`config.mk`:
```
export PLATFORM = sky130hd
export DESIGN_NAME = restoring_div_16
export DESIGN_NICKNAME = d
export VERILOG_FILES = /design/src/rtl/alu_pkg.sv /design/src/rtl/div_step.sv /design/src/rtl/restoring_div_16.sv
export SDC_FILE = /design/constraint.sdc
export NUM_CORES = 1
export LEC_CHECK = 0
export ABC_AREA = 1
export CAP_MARGIN = 25
export CORE_ASPECT_RATIO = 1.2
export CORE_UTILIZATION = 35
export DETAILED_ROUTE_END_ITERATION = 10
export HOLD_SLACK_MARGIN = 0.08
export PLACE_DENSITY_LB_ADDON = 0.08
export SYNTH_ARGS = -nofsm -noshare
export SYNTH_HDL_FRONTEND = slang
export SYNTH_SLANG_ARGS = --single-unit
```
`constraint.sdc`:
```
create_clock -name clk -period 3.9 [get_ports clk]
set_input_delay 0.78 -clock clk [delete_from_list [all_inputs] [get_ports clk]]
set_output_delay 0.78 -clock clk [all_outputs]
set_load 0.02 [all_outputs]
```
`src/rtl/alu_pkg.sv`:
```
// Shared ALU definitions: divider FSM state encoding and ALU opcode constants.
package alu_pkg;

    typedef enum logic [1:0] {
        IDLE = 2'd0,
        CALC = 2'd1,
        SIGN = 2'd2
    } div_state_e;

    typedef enum logic [2:0] {
        ADD = 3'b000,
        SUB = 3'b001,
        MUL = 3'b010,
        DIV = 3'b011
    } alu_op_e;

    localparam int DIV_WIDTH_DEFAULT = 16;

endpackage

```
`src/rtl/div_step.sv`:
```
// One restoring division step: shift in the next dividend bit, trial-subtract
// the divisor, and keep the difference only when it did not go negative.
module div_step #(
    parameter int WIDTH = 16
) (
    input  logic [WIDTH-1:0] rem_i,
    input  logic [WIDTH-1:0] divisor_i,
    input  logic             dvd_msb_i,
    output logic [WIDTH-1:0] rem_o,
    output logic             q_bit_o
);

    logic [WIDTH:0] shifted;
    logic [WIDTH:0] diff;

    // The partial remainder stays below the divisor magnitude (at most
    // 2^(WIDTH-1)), so one extra bit is enough to carry the borrow.
    always_comb begin
        shifted = {rem_i, dvd_msb_i};
        diff    = shifted - {1'b0, divisor_i};
        q_bit_o = ~diff[WIDTH];
        rem_o   = q_bit_o ? diff[WIDTH-1:0] : shifted[WIDTH-1:0];
    end

endmodule

```
`src/rtl/restoring_div_16.sv`:
```
// Sequential signed restoring divider (IDLE -> CALC x WIDTH -> SIGN).
// Define DIV_ZERO_FLAG_EN to add the div_zero output flag.
module restoring_div_16
    import alu_pkg::*;
#(
    parameter int WIDTH = 16
) (
    input  logic             clk,
    input  logic             reset,
    input  logic             start,
    input  logic [WIDTH-1:0] A,
    input  logic [WIDTH-1:0] B,
    output logic [WIDTH-1:0] quotient,
    output logic [WIDTH-1:0] remainder,
    output logic             done,
    output logic             busy,
    output div_state_e       dbg_state_o
`ifdef DIV_ZERO_FLAG_EN
    ,
    output logic             div_zero
`endif
);

    localparam int CW = (WIDTH > 2) ? $clog2(WIDTH) : 1;

    // start/done handshake: start is a one-cycle request that is only looked
    // at while IDLE; done is a one-cycle pulse that coincides with the new
    // quotient/remainder, which then hold until the next SIGN state.

    div_state_e       state_q, state_d;
    logic [CW-1:0]    count_q, count_d;
    logic [WIDTH-1:0] dvd_q, dvd_d;
    logic [WIDTH-1:0] dsr_q, dsr_d;
    logic [WIDTH-1:0] rem_q, rem_d;
    logic             a_neg_q, a_neg_d;
    logic             q_neg_q, q_neg_d;
    logic             bzero_q, bzero_d;
    logic [WIDTH-1:0] quo_q, quo_d;
    logic [WIDTH-1:0] rmd_q, rmd_d;
    logic             done_q, done_d;
`ifdef DIV_ZERO_FLAG_EN
    logic             dz_q, dz_d;
`endif

    logic [WIDTH-1:0] step_rem;
    logic             step_q;

    div_step #(.WIDTH(WIDTH)) u_step (
        .rem_i     (rem_q),
        .divisor_i (dsr_q),
        .dvd_msb_i (dvd_q[WIDTH-1]),
        .rem_o     (step_rem),
        .q_bit_o   (step_q)
    );

    always_comb begin
        state_d = state_q;
        count_d = count_q;
        dvd_d   = dvd_q;
        dsr_d   = dsr_q;
        rem_d   = rem_q;
        a_neg_d = a_neg_q;
        q_neg_d = q_neg_q;
        bzero_d = bzero_q;
        quo_d   = quo_q;
        rmd_d   = rmd_q;
        done_d  = 1'b0;
`ifdef DIV_ZERO_FLAG_EN
        dz_d    = dz_q;
`endif
        case (state_q)
            IDLE: begin
                if (start) begin
                    dvd_d   = A[WIDTH-1] ? -A : A;
                    dsr_d   = B[WIDTH-1] ? -B : B;
                    a_neg_d = A[WIDTH-1];
                    q_neg_d = A[WIDTH-1] ^ B[WIDTH-1];
                    bzero_d = (B == '0);
                    rem_d   = '0;
                    count_d = CW'(WIDTH - 1);
                    state_d = CALC;
                end
            end
            CALC: begin
                // Dividend register shifts out its MSB and collects quotient bits.
                rem_d = step_rem;
                dvd_d = {dvd_q[WIDTH-2:0], step_q};
                if (count_q == '0) begin
                    state_d = SIGN;
                end else begin
                    count_d = count_q - CW'(1);
                end
            end
            SIGN: begin
                // With a zero divisor the remainder already equals |A|, so only
                // the quotient needs forcing to -1.
                quo_d   = bzero_q ? '1 : (q_neg_q ? -dvd_q : dvd_q);
                rmd_d   = a_neg_q ? -rem_q : rem_q;
                done_d  = 1'b1;
`ifdef DIV_ZERO_FLAG_EN
                dz_d    = bzero_q;
`endif
                state_d = IDLE;
            end
            default: begin
                state_d = IDLE;
            end
        endcase
    end

    always_ff @(posedge clk or posedge reset) begin
        if (reset) begin
            state_q <= IDLE;
            count_q <= '0;
            dvd_q   <= '0;
            dsr_q   <= '0;
            rem_q   <= '0;
            a_neg_q <= 1'b0;
            q_neg_q <= 1'b0;
            bzero_q <= 1'b0;
            quo_q   <= '0;
            rmd_q   <= '0;
            done_q  <= 1'b0;
`ifdef DIV_ZERO_FLAG_EN
            dz_q    <= 1'b0;
`endif
        end else begin
            state_q <= state_d;
            count_q <= count_d;
            dvd_q   <= dvd_d;
            dsr_q   <= dsr_d;
            rem_q   <= rem_d;
            a_neg_q <= a_neg_d;
            q_neg_q <= q_neg_d;
            bzero_q <= bzero_d;
            quo_q   <= quo_d;
            rmd_q   <= rmd_d;
            done_q  <= done_d;
`ifdef DIV_ZERO_FLAG_EN
            dz_q    <= dz_d;
`endif
        end
    end

    assign quotient    = quo_q;
    assign remainder   = rmd_q;
    assign done        = done_q;
    assign busy        = (state_q != IDLE);
    assign dbg_state_o = state_q;
`ifdef DIV_ZERO_FLAG_EN
    assign div_zero    = dz_q;
`endif

endmodule
```
==> metrics <==
count of TritonRoute iterations in the first routing pass=4; worst-case setup margin in the final layout=around 1.6 ns; count of distinct cell types in the synthesized netlist=42; total power of the final layout=7.362 mW; initial antenna violation count=0; arrival time of the worst setup path=about 2.6 ns; width of the chip=between 100 and 150 um; # DRC=0; Detailed Route WL=around 17 mm; cell taking the most area after synthesis=sky130_fd_sc_hd__dfrtp_1; Boundary Pins=71; first-pass GRT wire length=between 20 and 30 mm; share of layout cells above drive strength 1=8.050%; GPL Wtd Cong=~0.84; endpoint type of the worst setup path=flip-flop; sum of negative setup slack=0 ns; clock insertion delay at the later pin of the skew report=0.36 ns; Post-CTS Resized=0; dpl hpwl=between 10 and 15 mm; Post-Synthesis Net Count=about 960; post-synthesis instance area=between 6000 and 7000 um^2; post-synthesis async set-or-reset flop share=between 90% and 100%; initial core utilization=between 30% and 40%; share of the cycle needed by the critical path after routing=between 50 and 60%; clock tree buffer depth=2; Worst Setup Start Kind=flip-flop; Min Clock Period, post-route=2.302 ns; Synth Flop Type=sky130_fd_sc_hd__dfrtp_1; maximum clock frequency=about 430 MHz; worst slew margin relative to its limit=between 50% and 60%; synth-to-layout area growth=20.82%; synthesized instance count=~900; area share of the largest cell type after synthesis=between 30 and 40%; Synth area leaders=sky130_fd_sc_hd__dfrtp_1 36%, sky130_fd_sc_hd__nand2_1 15%, sky130_fd_sc_hd__inv_1 7.4%; placed cell area=around 7200 um^2; count of maximum capacitance violations=0; die footprint=approximately 18,000 um^2; global routing usage summed across all routing layers=19.70%; number of register bits inferred by synthesis=90; number of setup violations in the final report=0; count of final max-slew check failures=0; # clock sinks=90; number of global-route vias before repair=between 5,000 and 6,000; via count=around 5,700; number of DRC violations after detailed-routing iteration 0=285; die span in y=between 100 and 150 um; leakage power summed over all cells=3.778 nW; status=completed; Synthesis Warnings=0; worst hold path class=flip-flop to flip-flop; Net count, final=between 1,000 and 1,500; maximum fanout along the worst path=10; maximum vdd ir drop=approximately 630 uV; input/output buffers=70; final hold violation count=0; clock tree from TritonCTS=done; worst setup timing slack at the placement stage=around 1.3 ns; area of the core region=about 18,000 um^2; routed wirelength normalized by instance count=roughly 14 um; largest net degree at the start of global routing=between 50 and 60; number of enable-type register cells in the synthesized netlist=0; Post-Route Skew=between 0.009 and 0.01 ns; hold bufs inserted after CTS=0; Least-Margin Pin Slew=about 0.75 ns; postcts setup bufs=0; DRT antenna net count=0; Diodes inserted=0; Critical Setup Path Class=flip-flop to flip-flop; clock transition at the registers of the reported paths=~0.070 ns; Placement Rows=53; number of fill cells=roughly 1,900; fin area=around 7600 um^2; synthesized area per cell=6.985 um^2; Congestion Overflow GR=0; master cell of the clock root buffer=sky130_fd_sc_hd__clkbuf_16; Max H-tree Level=3; number of vias per cell after detailed routing=4.794; number of buffers created by CTS=9; unrepaired setup endpoints after global routing=false; Seq/Total Area, Yosys=roughly 36%; required time of the critical path=4.15 ns; power density relative to cell area=970.3 nW/um^2
synth_stat cells (all sizes together), types with 2 or more instances:
| library cell | count |
|---|---|
| and2 | 3 |
| xor2 | 27 |
| o31ai | 3 |
| nand3b | 9 |
| xnor2 | 3 |
| buf | 9 |
| ha | 21 |
| nand2 | 270 |
| a31oi | 11 |
| a22oi | 10 |
| inv | 138 |
| o211ai | 3 |
| o221ai | 6 |
| dfrtp | 90 |
| nor3 | 13 |
| o22ai | 5 |
| nand3 | 90 |
| nor2 | 76 |
| o21bai | 3 |
| nand4 | 7 |
| o21ai | 53 |
| clkinv | 2 |
| clkbuf | 14 |
| a21oi | 25 |
| or2 | 5 |
kinds of logic after synthesis:
family	after synthesis	share of synthesized area, %
and+or+nand+nor	473	34.07
xor gates and xnor gates	30	4.184
AOI/OAI and AO/OA	121	11.50
buffers and inverters	163	9.882
adders and majority gates	22	4.503
DFF	90	35.86
final timing paths:
path	slack, ns	depth (start not counted)	endpoint	start
setup / recovery	1.60	15	rem_q[3]	dvd_q[15]
hold / removal	0.48	2	remainder[12]	remainder[12]
setup reg to reg	1.60	15	rem_q[3]	dvd_q[15]
hold reg to reg	0.48	2	remainder[12]	remainder[12]
max in group asynchronous	2.32	3	count_q[2]	reset
min in group asynchronous	0.85	2	remainder[11]	reset
flip-flops by register name, indices dropped and copies added (netlist names):
| name | count |
|---|---|
| a_neg_q | 1 |
| bzero_q | 1 |
| count_q | 4 |
| dbg_state_o | 2 |
| done | 1 |
| dsr_q | 16 |
| dvd_q | 16 |
| q_neg_q | 1 |
| quotient | 16 |
| rem_q | 16 |
| remainder | 16 |
where the power goes:
group          switching [mW]  internal, mW
Combinational            2.78          1.68
Sequential              0.470          1.38
Clock                   0.397         0.653
Total                    3.65          3.71
cell usage in the layout, fill, tap and decap left out, types with 2 or more instances in the layout:
master                            count
sky130_fd_sc_hd__nand3_2              2
sky130_fd_sc_hd__o21ai_0             40
sky130_fd_sc_hd__nand2_1            247
sky130_fd_sc_hd__a31oi_1             11
sky130_fd_sc_hd__bufinv_16            3
sky130_fd_sc_hd__a21oi_2              2
sky130_fd_sc_hd__nand4_1              7
sky130_fd_sc_hd__o22ai_1              5
sky130_fd_sc_hd__xor2_1              27
sky130_fd_sc_hd__ha_1                21
sky130_fd_sc_hd__nor3_2               3
sky130_fd_sc_hd__buf_4                6
sky130_fd_sc_hd__nor3_1               9
sky130_fd_sc_hd__nand3b_1             9
sky130_fd_sc_hd__clkinv_1             2
sky130_fd_sc_hd__clkbuf_16            9
sky130_fd_sc_hd__a21oi_1             22
sky130_fd_sc_hd__and2_1               3
sky130_fd_sc_hd__o21bai_1             3
sky130_fd_sc_hd__nor2_2               5
sky130_fd_sc_hd__inv_2               15
sky130_fd_sc_hd__or2_1                4
sky130_fd_sc_hd__inv_1              122
sky130_fd_sc_hd__a22oi_1             10
sky130_fd_sc_hd__nor2_1              71
sky130_fd_sc_hd__o31ai_1              3
sky130_fd_sc_hd__nand2_2             17
sky130_fd_sc_hd__nand2_4              4
sky130_fd_sc_hd__o221ai_1             6
sky130_fd_sc_hd__nand2_8              2
sky130_fd_sc_hd__dfrtp_1             90
sky130_fd_sc_hd__o21ai_1             13
sky130_fd_sc_hd__clkdlybuf4s50_1     70
sky130_fd_sc_hd__nand3_1             87
sky130_fd_sc_hd__o211ai_1             3
sky130_fd_sc_hd__inv_6                2
sky130_fd_sc_hd__xnor2_1              3
critical path, cell delays in order, from the launching register on:
cell	delay [ns]
sky130_fd_sc_hd__dfrtp_1	0.40
sky130_fd_sc_hd__inv_1	0.12
sky130_fd_sc_hd__ha_1	0.22
sky130_fd_sc_hd__fa_1	0.42
sky130_fd_sc_hd__inv_2	0.09
sky130_fd_sc_hd__nand2_1	0.05
sky130_fd_sc_hd__nand2_1	0.09
sky130_fd_sc_hd__nand3_2	0.08
sky130_fd_sc_hd__nand2_2	0.12
sky130_fd_sc_hd__nand2_4	0.08
sky130_fd_sc_hd__nand2_4	0.11
sky130_fd_sc_hd__nand2_8	0.09
sky130_fd_sc_hd__nand2_8	0.14
sky130_fd_sc_hd__nand2_2	0.06
sky130_fd_sc_hd__nand3_1	0.06
sky130_fd_sc_hd__nand2_1	0.06
through the flow:
| stage | cells | util (%) | hold WS [ns] |
|---|---|---|---|
| global placement | 1173 | 41.30 | 0.4649 |
| CTS | 1189 | 43.34 | 0.4865 |
| finish | 1189 | 43.34 | 0.4781 |
| floorplan | 899 | - | 0.4471 |
| global route | 1189 | 43.34 | 0.5014 |
| detailed placement | 1173 | 41.30 | 0.4716 |
final cells by class:
| class | count | area, um^2 | share of cell area (%) |
|---|---|---|---|
| clock buffers | 10 | 239.0 | 3.150 |
| well taps | 220 | 275.3 | 3.628 |
| inverters | 140 | 526.8 | 6.943 |
| flip-flops and latches | 90 | 2252 | 29.68 |
| clock inverters | 6 | 118.9 | 1.567 |
| repair buffers | 77 | 765.7 | 10.09 |
| multi-input cells | 646 | 3410 | 44.94 |
routing by layer:
metal / part of all wire, % / track usage, % / vias to the layer above
li1: - / - / 3017
met1: 45 / 23.66 / 2594
met2: 51 / 35.58 / 69
met3: 1.8 / 2.905 / 20
met4: 2.4 / 7.229 / 0
met5: 0 / 0 / -
Note: power is estimated with default switching activity, not from simulation.
